--- src/rtl/sonic_loopback_switch.sv ---
// Multi-lane, run-time switchable loopback between sonic tx/rx channels and the XCVR.
// A lane drives idle words on both of its outputs for a guard period while its mode changes.
module sonic_loopback_switch #(
    parameter int unsigned           NUM_LANES    = 2,
    parameter int unsigned           DATA_WIDTH   = 40,
    parameter int unsigned           GUARD_CYCLES = 4,
    parameter logic [DATA_WIDTH-1:0] IDLE_WORD    = '0,
    parameter logic [1:0]            RESET_MODE   = 2'd0
) (
    input  logic                            clk_in,
    input  logic                            reset,
    input  logic [NUM_LANES*DATA_WIDTH-1:0] data_in_chan,
    input  logic [NUM_LANES*DATA_WIDTH-1:0] data_in_xcvr,
    output logic [NUM_LANES*DATA_WIDTH-1:0] data_out_chan,
    output logic [NUM_LANES*DATA_WIDTH-1:0] data_out_xcvr,
    input  logic [NUM_LANES-1:0]            mode_wr,
    input  logic [2*NUM_LANES-1:0]          mode_in,
    output logic [2*NUM_LANES-1:0]          cur_mode,
    output logic [NUM_LANES-1:0]            switching,
    output logic [NUM_LANES-1:0]            mode_done,
    input  logic [NUM_LANES-1:0]            lb_count_clr,
    output logic [16*NUM_LANES-1:0]         lb_count
);

    typedef enum logic {ST_ACTIVE = 1'b0, ST_GUARD = 1'b1} state_t;
    typedef enum logic [1:0] {
        M_NORMAL  = 2'd0,
        M_NEAR_LB = 2'd1,
        M_FAR_LB  = 2'd2,
        M_ISOLATE = 2'd3
    } mode_t;

    localparam logic [7:0] GUARD_LOAD = 8'(GUARD_CYCLES - 1);

    for (genvar gi = 0; gi < NUM_LANES; gi++) begin : g_lane
        state_t                r_state, w_state_nxt;
        mode_t                 r_cur_mode, w_cur_mode_nxt;
        mode_t                 r_target, w_target_nxt;
        logic [7:0]            r_gcnt, w_gcnt_nxt;
        logic                  r_mode_done, w_mode_done_nxt;
        logic [DATA_WIDTH-1:0] r_out_chan, w_out_chan_nxt;
        logic [DATA_WIDTH-1:0] r_out_xcvr, w_out_xcvr_nxt;
        logic [15:0]           r_lb_count, w_lb_count_nxt;
        logic [DATA_WIDTH-1:0] w_in_chan, w_in_xcvr;
        mode_t                 w_req;
        logic                  w_wr, w_clr;

        assign w_in_chan = data_in_chan[gi*DATA_WIDTH +: DATA_WIDTH];
        assign w_in_xcvr = data_in_xcvr[gi*DATA_WIDTH +: DATA_WIDTH];
        assign w_req     = mode_t'(mode_in[2*gi +: 2]);
        assign w_wr      = mode_wr[gi];
        assign w_clr     = lb_count_clr[gi];

        always_ff @(posedge clk_in) begin
            if (reset) begin
                r_state     <= ST_ACTIVE;
                r_cur_mode  <= mode_t'(RESET_MODE);
                r_target    <= mode_t'(RESET_MODE);
                r_gcnt      <= '0;
                r_mode_done <= 1'b0;
                r_out_chan  <= IDLE_WORD;
                r_out_xcvr  <= IDLE_WORD;
                r_lb_count  <= '0;
            end else begin
                r_state     <= w_state_nxt;
                r_cur_mode  <= w_cur_mode_nxt;
                r_target    <= w_target_nxt;
                r_gcnt      <= w_gcnt_nxt;
                r_mode_done <= w_mode_done_nxt;
                r_out_chan  <= w_out_chan_nxt;
                r_out_xcvr  <= w_out_xcvr_nxt;
                r_lb_count  <= w_lb_count_nxt;
            end
        end

        always_comb begin
            w_state_nxt     = r_state;
            w_cur_mode_nxt  = r_cur_mode;
            w_target_nxt    = r_target;
            w_gcnt_nxt      = r_gcnt;
            w_mode_done_nxt = 1'b0;
            w_out_chan_nxt  = IDLE_WORD;
            w_out_xcvr_nxt  = IDLE_WORD;
            w_lb_count_nxt  = r_lb_count;

            case (r_state)
                ST_ACTIVE: begin
                    // The word presented in the request cycle still follows the old mode.
                    case (r_cur_mode)
                        M_NORMAL: begin
                            w_out_chan_nxt = w_in_xcvr;
                            w_out_xcvr_nxt = w_in_chan;
                        end
                        M_NEAR_LB: w_out_chan_nxt = w_in_chan;
                        M_FAR_LB:  w_out_xcvr_nxt = w_in_xcvr;
                        default:   ;
                    endcase
                    if ((r_cur_mode == M_NEAR_LB || r_cur_mode == M_FAR_LB) && r_lb_count != '1) begin
                        w_lb_count_nxt = r_lb_count + 16'd1;
                    end
                    if (w_wr && w_req != r_cur_mode) begin
                        w_state_nxt  = ST_GUARD;
                        w_target_nxt = w_req;
                        w_gcnt_nxt   = GUARD_LOAD;
                    end
                end
                ST_GUARD: begin
                    if (w_wr) begin
                        w_target_nxt = w_req;
                        w_gcnt_nxt   = GUARD_LOAD;
                    end else if (r_gcnt == '0) begin
                        w_state_nxt     = ST_ACTIVE;
                        w_cur_mode_nxt  = r_target;
                        w_mode_done_nxt = 1'b1;
                    end else begin
                        w_gcnt_nxt = r_gcnt - 8'd1;
                    end
                end
                default: w_state_nxt = ST_ACTIVE;
            endcase

            if (w_clr) begin
                w_lb_count_nxt = '0;
            end
        end

        assign data_out_chan[gi*DATA_WIDTH +: DATA_WIDTH] = r_out_chan;
        assign data_out_xcvr[gi*DATA_WIDTH +: DATA_WIDTH] = r_out_xcvr;
        assign cur_mode[2*gi +: 2]                        = r_cur_mode;
        assign switching[gi]                              = (r_state == ST_GUARD);
        assign mode_done[gi]                              = r_mode_done;
        assign lb_count[16*gi +: 16]                      = r_lb_count;
    end

endmodule

--- config.mk ---
export PLATFORM = sky130hd
export DESIGN_NAME = sonic_loopback_switch
export DESIGN_NICKNAME = d
export VERILOG_FILES = /design/src/rtl/sonic_loopback_switch.sv
export SDC_FILE = /design/constraint.sdc
export NUM_CORES = 1
export LEC_CHECK = 0
export CORE_MARGIN = 2
export CORE_UTILIZATION = 42
export DETAILED_ROUTE_END_ITERATION = 10
export PLACE_DENSITY = 0.81
export SYNTH_ARGS = -nofsm -noshare
export SYNTH_HDL_FRONTEND = slang
export SYNTH_SLANG_ARGS = --single-unit
export TNS_END_PERCENT = 10
--- constraint.sdc ---
create_clock -name clk_in -period 2.1 [get_ports clk_in]
set_input_delay 0.525 -clock clk_in [delete_from_list [all_inputs] [get_ports clk_in]]
set_output_delay 0.525 -clock clk_in [all_outputs]
set_load 0.005 [all_outputs]
==> results.sh, run 1 <==
export IMPL_yosys_warnings=0
export IMPL_die_area_um2=20490
export IMPL_wl_per_cell_um=17.97
export IMPL_synthCells=867
export IMPL_finalHoldViolations=0
export IMPL_fillCellCount=1467
export IMPL_numCtsBuffers=23
export IMPL_r2r_end="g_lane[1].r_lb_count[14]"
export IMPL_final_util_pct=68.54
export IMPL_cts_root_buf="clkbuf_16"
export IMPL_synthTopCellsByArea="dfxtp_1 54%, a22oi_1 15%, nor2_1 10%"
export IMPL_hpwl_mm=19.87
export IMPL_cts_hold_buffers_added=0
export IMPL_regToRegStartpoint="g_lane[1].r_cur_mode[1]"
export IMPL_grt_pass1_vias=7448
export IMPL_synth_fp_nets=1047
export IMPL_final_cells=1508
export IMPL_power_leakage_uw=0.005069
export IMPL_ys_ff_latch=220
export IMPL_arrival_ns=1.51
export IMPL_drt_initial_drc_count=415
export IMPL_cts_tree="yes"
export IMPL_portBuffers=369
export IMPL_synth_distinct_cells=46
export IMPL_ys_async_sr_fraction_pct=0
export IMPL_hp_start="g_lane[1].r_gcnt[7]"
export IMPL_critical_path_class="flip-flop to output pin"
export IMPL_fmax_ghz=0.4915
export IMPL_routed_via_density=5.193
export IMPL_slew_viol_final=0
export IMPL_worstRegToRegCells=6
export IMPL_insertion_delay_ns=0.50
export IMPL_fin_setup_tns_ns=0
export IMPL_pin_count=370
export IMPL_final_common_cell="clkdlybuf4s50_1"
export IMPL_dr_pass1_iters=6
export IMPL_dp_cells=1464
export IMPL_period_needed_ns=2.035
export IMPL_cts_num_sinks=220
export IMPL_p_per_area_nw_per_um2=754.5
export IMPL_hold_class="flip-flop to flip-flop"
export IMPL_startpoint_type="flip-flop"
export IMPL_critPathMaxFanout=6
export IMPL_rsz0062_at_grt="false"
export IMPL_grt_pass1_wl_mm=40.32
export IMPL_period_share_pct=96.89
export IMPL_die_h_um=143.1
export IMPL_drive_above_1_share_pct=7.063
export IMPL_synth_area_um2=8130
export IMPL_synth_edf_count=0
export IMPL_max_cap_viol_count=0
export IMPL_yosysTopAreaCell="dfxtp_1"
export IMPL_area_delta_synth_final_pct=58.76
export IMPL_clk_pin_slew_ns=0.06
export IMPL_yosysSeqAreaShare_pct=54.17
export IMPL_num_vias=7831
export IMPL_rrSetupSlack_ns=0.23
export IMPL_grt_max_degree=81
export IMPL_routed_wl_mm=27.10
export IMPL_h_tree_depth=1
export IMPL_gr_total_overflow=0
export IMPL_worst_pin_slew_ns=0.8791
export IMPL_setup_viol=0
export IMPL_antenna_found_initial=2
export IMPL_rows=50
export IMPL_slew_headroom_pct=41.39
export IMPL_dieWidth_um=143.1
export IMPL_required_ns=1.57
export IMPL_place_congestion=0.8767
export IMPL_final_nets=1409
export IMPL_holdPathEnd="g_lane[1].r_gcnt[7]"
export IMPL_hold_slack_ns=0.5030
export IMPL_start_util_pct=43.18
export IMPL_fp_coreArea_um2=18830
export IMPL_cts_path_max_buffers=3
export IMPL_status="complete, no violations"
export IMPL_route_detailed_drc=0
export IMPL_fin_area_um2=12910
export IMPL_layout_common_cells="369 x clkdlybuf4s50_1, 218 x dfxtp_1, 216 x nor2_1"
export IMPL_syn_avg_cell_area_um2=9.378
export IMPL_grtUsageTotal_pct=24.80
export IMPL_yosysTopAreaCellShare_pct=54.17
export IMPL_place_area_um2=12190
export IMPL_holdPathStages=2
export IMPL_skew_ns=0.006891
export IMPL_ant_nets=0
export IMPL_synthFlopType="dfxtp_1"
export IMPL_endpoint_kind="output pin"
export IMPL_peakVddDrop_uv=605.3
## critical path, cell delays in order (launching register included)
cell             delay, ns
dfxtp_1               0.34
buf_4                 0.14
clkdlybuf4s50_1       0.52
## stage by stage
| step | setup slack (ns) | total power, uW |
|---|---|---|
| 4_1_cts | 0.004068 | 9812 |
| 5_1_grt | 0.0009333 | 10090 |
| 2_1_floorplan | 0.2682 | 5075 |
| 6_report | 0.06522 | 9739 |
| 3_5_place_dp | -0.2812 | 6017 |
| 3_3_place_gp | -0.2031 | 5984 |
## how the worst max path moves through the flow
stage,startpoint,end,slack [ns],depth (start not counted)
after CTS,g_lane[1].r_lb_count[15],lb_count[31],0.004,1
after floorplan,g_lane[1].r_cur_mode[0],g_lane[1].r_lb_count[13],0.27,7
after global routing,g_lane[1].r_cur_mode[0],cur_mode[2],0.0009,2
after global placement,mode_in[3],g_lane[1].r_gcnt[5],-0.20,6
after detailed placement,mode_in[3],g_lane[1].r_gcnt[5],-0.28,6
final,g_lane[1].r_lb_count[4],lb_count[20],0.07,2
## synth_stat cells, drive strengths merged, types with 3 or more instances
cell	instances
and2	5
a21oi	12
and4	5
nor3	6
and3	3
nor2	217
xor2	19
ha	10
nand4	15
mux2i	10
clkbuf	58
buf	5
a22oi	160
dfxtp	220
xnor2	17
nand2	13
o21ai	11
inv	14
or3	7
or2	5
nand3	19
nor4	8
nor3b	3
## registers in the layout, indices dropped and copies added, names as in the netlist
register and count:
g_lane.r_cur_mode 4, g_lane.r_gcnt 16, g_lane.r_lb_count 32, g_lane.r_mode_done 2, g_lane.r_out_chan 80, g_lane.r_out_xcvr 80, g_lane.r_state 2, g_lane.r_target 4
## kinds of logic (layout without fill, tap and decap cells)
kind of cell / Yosys count / in the layout / share of synthesized area [%]
AO/OA/AOI/OAI: 198 / 198 / 18.07
XOR/XNOR: 36 / 36 / 3.878
adder cells (fa/ha/maj): 10 / 10 / 1.539
buffers and inverters: 77 / 456 / 3.847
flip-flops: 220 / 220 / 54.17
multiplexers: 10 / 10 / 1.231
other: 0 / 2 / 0
AND/OR/NAND/NOR: 316 / 316 / 17.27
## metal layers
| layer | part of all wire, % | vias to the layer above | GRT usage (%) |
|---|---|---|---|
| met5 | 0 | - | 0 |
| met4 | 5.0 | 0 | 13.76 |
| met3 | 7.7 | 87 | 5.969 |
| met2 | 49 | 316 | 41.78 |
| met1 | 38 | 3638 | 28.97 |
| li1 | - | 3790 | - |
## where the power goes
group	switching, uW	internal [uW]	total, uW	leakage (uW)
sequential	83.0	4410	4490	0.00181
combinational	570	871	1440	0.00290
clock	1640	2160	3800	0.000358
## area by class of cell
class / instances / area [um^2] / share of cell area (%)
Antenna cell: 2 / 5.005 / 0.03877
Clock buffer: 32 / 649.4 / 5.031
Clock inverter: 10 / 53.80 / 0.4168
Inverter: 14 / 52.55 / 0.4071
Multi-Input combinational cell: 570 / 3426 / 26.54
Sequential cell: 220 / 4407 / 34.14
Tap cell: 260 / 325.3 / 2.520
Timing Repair Buffer: 400 / 3989 / 30.90
## what timing repair did
action	4_1_cts	5_1_grt
setup buffers	0	0
gates cloned	0	0
resized for setup	1	3
endpoints found under the hold margin	0	0
setup endpoints to repair	1	11
No activity file was read; power rests on OpenSTA's default activity.
==> run 2: changes to the inputs <==
--- a/config.mk
+++ b/config.mk
@@ -7,8 +7,10 @@
 export LEC_CHECK = 0
 export CORE_MARGIN = 2
 export CORE_UTILIZATION = 42
+export CTS_CLUSTER_SIZE = 40
 export DETAILED_ROUTE_END_ITERATION = 10
 export PLACE_DENSITY = 0.81
+export RECOVER_POWER = 25
 export SYNTH_ARGS = -nofsm -noshare
 export SYNTH_HDL_FRONTEND = slang
 export SYNTH_SLANG_ARGS = --single-unit
==> results.sh, run 2 (synthesis results as in run 1) <==
export IMPL_ant_nets=0
export IMPL_preCtsSetupSlack_ns=-0.2812
export IMPL_place_congestion=0.8767
export IMPL_period_share_pct=96.86
export IMPL_fin_ws_ns=0.06599
export IMPL_routed_wl_mm=27.19
export IMPL_p_per_area_nw_per_um2=755.7
export IMPL_clk_pin_slew_ns=0.06
export IMPL_die_h_um=143.1
export IMPL_fmax_ghz=0.4916
export IMPL_area_delta_synth_final_pct=58.34
export IMPL_num_vias=7839
export IMPL_pin_count=370
export IMPL_finalHoldViolations=0
export IMPL_crit_chain="buf_4 -> clkdlybuf4s50_1"
export IMPL_dieWidth_um=143.1
export IMPL_slew_viol_final=0
export IMPL_worst_pin_slew_ns=0.8803
export IMPL_cts_num_sinks=220
export IMPL_hpwl_mm=19.87
export IMPL_layout_common_cells="366 x clkdlybuf4s50_1, 218 x dfxtp_1, 216 x nor2_1"
export IMPL_route_detailed_drc=0
export IMPL_final_common_cell="clkdlybuf4s50_1"
export IMPL_final_nets=1409
export IMPL_gr_total_overflow=0
export IMPL_critPathMaxFanout=6
export IMPL_hold_class="flip-flop to flip-flop"
export IMPL_grt_pass1_vias=7448
export IMPL_crit_cells=2
export IMPL_cts_path_max_buffers=3
export IMPL_insertion_delay_ns=0.50
export IMPL_start_util_pct=43.18
export IMPL_regToRegStartpoint="g_lane[0].r_cur_mode[0]"
export IMPL_path_delay_family="buffers and inverters"
export IMPL_final_util_pct=68.37
export IMPL_portBuffers=369
export IMPL_cts_hold_buffers_added=0
export IMPL_power_leakage_uw=0.005053
export IMPL_dp_cells=1464
export IMPL_skew_ns=0.007149
export IMPL_worstRegToRegCells=5
export IMPL_rows=50
export IMPL_crit_path_top_delay_cell="clkdlybuf4s50_1"
export IMPL_numCtsBuffers=23
export IMPL_cts_tree="yes"
export IMPL_timing_critical_path_buf_inv=2
export IMPL_rrSetupSlack_ns=0.22
export IMPL_largest_registers="g_lane.r_out_chan: 80 flops, g_lane.r_out_xcvr: 80 flops, g_lane.r_lb_count: 32 flops"
export IMPL_dr_pass1_iters=5
export IMPL_r2r_end="g_lane[0].r_out_xcvr[12]"
export IMPL_drt_initial_drc_count=431
export IMPL_slowest_delay_ns=0.52
export IMPL_arrival_ns=1.51
export IMPL_slew_headroom_pct=41.32
export IMPL_die_area_um2=20490
export IMPL_grt_max_degree=81
export IMPL_max_cap_viol_count=0
export IMPL_grtUsageTotal_pct=24.80
export IMPL_cts_root_buf="clkbuf_16"
export IMPL_period_needed_ns=2.034
export IMPL_endpoint_kind="output pin"
export IMPL_fp_coreArea_um2=18830
export IMPL_grt_pass1_wl_mm=40.32
export IMPL_peakVddDrop_uv=613.4
export IMPL_hp_start="g_lane[1].r_gcnt[7]"
export IMPL_h_tree_depth=1
export IMPL_startpoint_type="flip-flop"
export IMPL_worstSetupEndpoint="lb_count[20]"
export IMPL_final_cells=1508
export IMPL_wl_per_cell_um=18.03
export IMPL_routed_via_density=5.198
export IMPL_fin_setup_tns_ns=0
export IMPL_critical_path_class="flip-flop to output pin"
export IMPL_status="complete, no violations"
export IMPL_rsz0062_at_grt="false"
export IMPL_required_ns=1.57
export IMPL_worstSetupStartpoint="g_lane[1].r_lb_count[4]"
export IMPL_drive_above_1_share_pct=6.661
export IMPL_setup_viol=0
export IMPL_antenna_found_initial=2
[run 2: cell types whose count changed in the layout (fill, tap and decap cells not counted), moves of 3 or more]
cell	previous run	this run
clkbuf_1	5	8
dlygate4sd3_1	0	3
clkdlybuf4s50_1	369	366
buf_4	26	20
clkbuf_2	0	3
[run 2: worst min path at each step]
stage / end / cells past startpoint
floorplan: g_lane[1].r_cur_mode[0] / 2
global placement: g_lane[1].r_gcnt[1] / 2
detailed placement: g_lane[1].r_cur_mode[1] / 2
CTS: g_lane[1].r_gcnt[7] / 2
global route: g_lane[0].r_lb_count[4] / 2
finish: g_lane[1].r_gcnt[7] / 2
[run 2: routing by layer]
| layer | vias to the layer above | share of wire (%) | global-route usage (%) |
|---|---|---|---|
| li1 | 3795 | - | - |
| met1 | 3646 | 38 | 28.97 |
| met2 | 309 | 49 | 41.78 |
| met3 | 89 | 7.8 | 5.969 |
| met4 | 0 | 5.0 | 13.76 |
| met5 | - | 0 | 0 |
[run 2: final cells by class]
| cell class | count | area, um^2 |
|---|---|---|
| fill | 1471 | 5957 |
| sequential | 220 | 4407 |
| timing repair buffer | 400 | 3958 |
| multi-input combinational | 570 | 3423 |
| clock buffer | 32 | 649.4 |
| tap | 260 | 325.3 |
| clock inverter | 10 | 53.80 |
| inverter | 14 | 52.55 |
| antenna | 2 | 5.005 |
[run 2: per-stage QoR]
| stage | cell area (um^2) | hold WS (ns) | power (uW) |
|---|---|---|---|
| 2_1_floorplan | 8130 | 0.4601 | 5075 |
| 3_3_place_gp | 12190 | 0.4754 | 5984 |
| 3_5_place_dp | 12190 | 0.4932 | 6017 |
| 4_1_cts | 12900 | 0.5050 | 9812 |
| 5_1_grt | 12870 | 0.5331 | 10080 |
| 6_report | 12870 | 0.5030 | 9729 |
[run 2: worst register-to-register path: stages (launching register included)]
cell and delay (ns):
dfxtp_1 0.36, inv_1 0.10, ha_1 0.54, clkbuf_2 0.50
a22oi_1 0.17, nor2_1 0.14
[run 2: power by group]
group | total (uW) | switching (uW) | internal, uW | leakage (uW)
sequential | 4500 | 83.0 | 4410 | 0.00181
clock | 3800 | 1640 | 2160 | 0.000358
combinational | 1430 | 570 | 861 | 0.00288
[run 2: timing repair]
action,4_1_cts,5_1_grt
endpoints found under the setup margin,1,11
buffers inserted,0,0
resized for setup,1,3
pin swaps,0,0
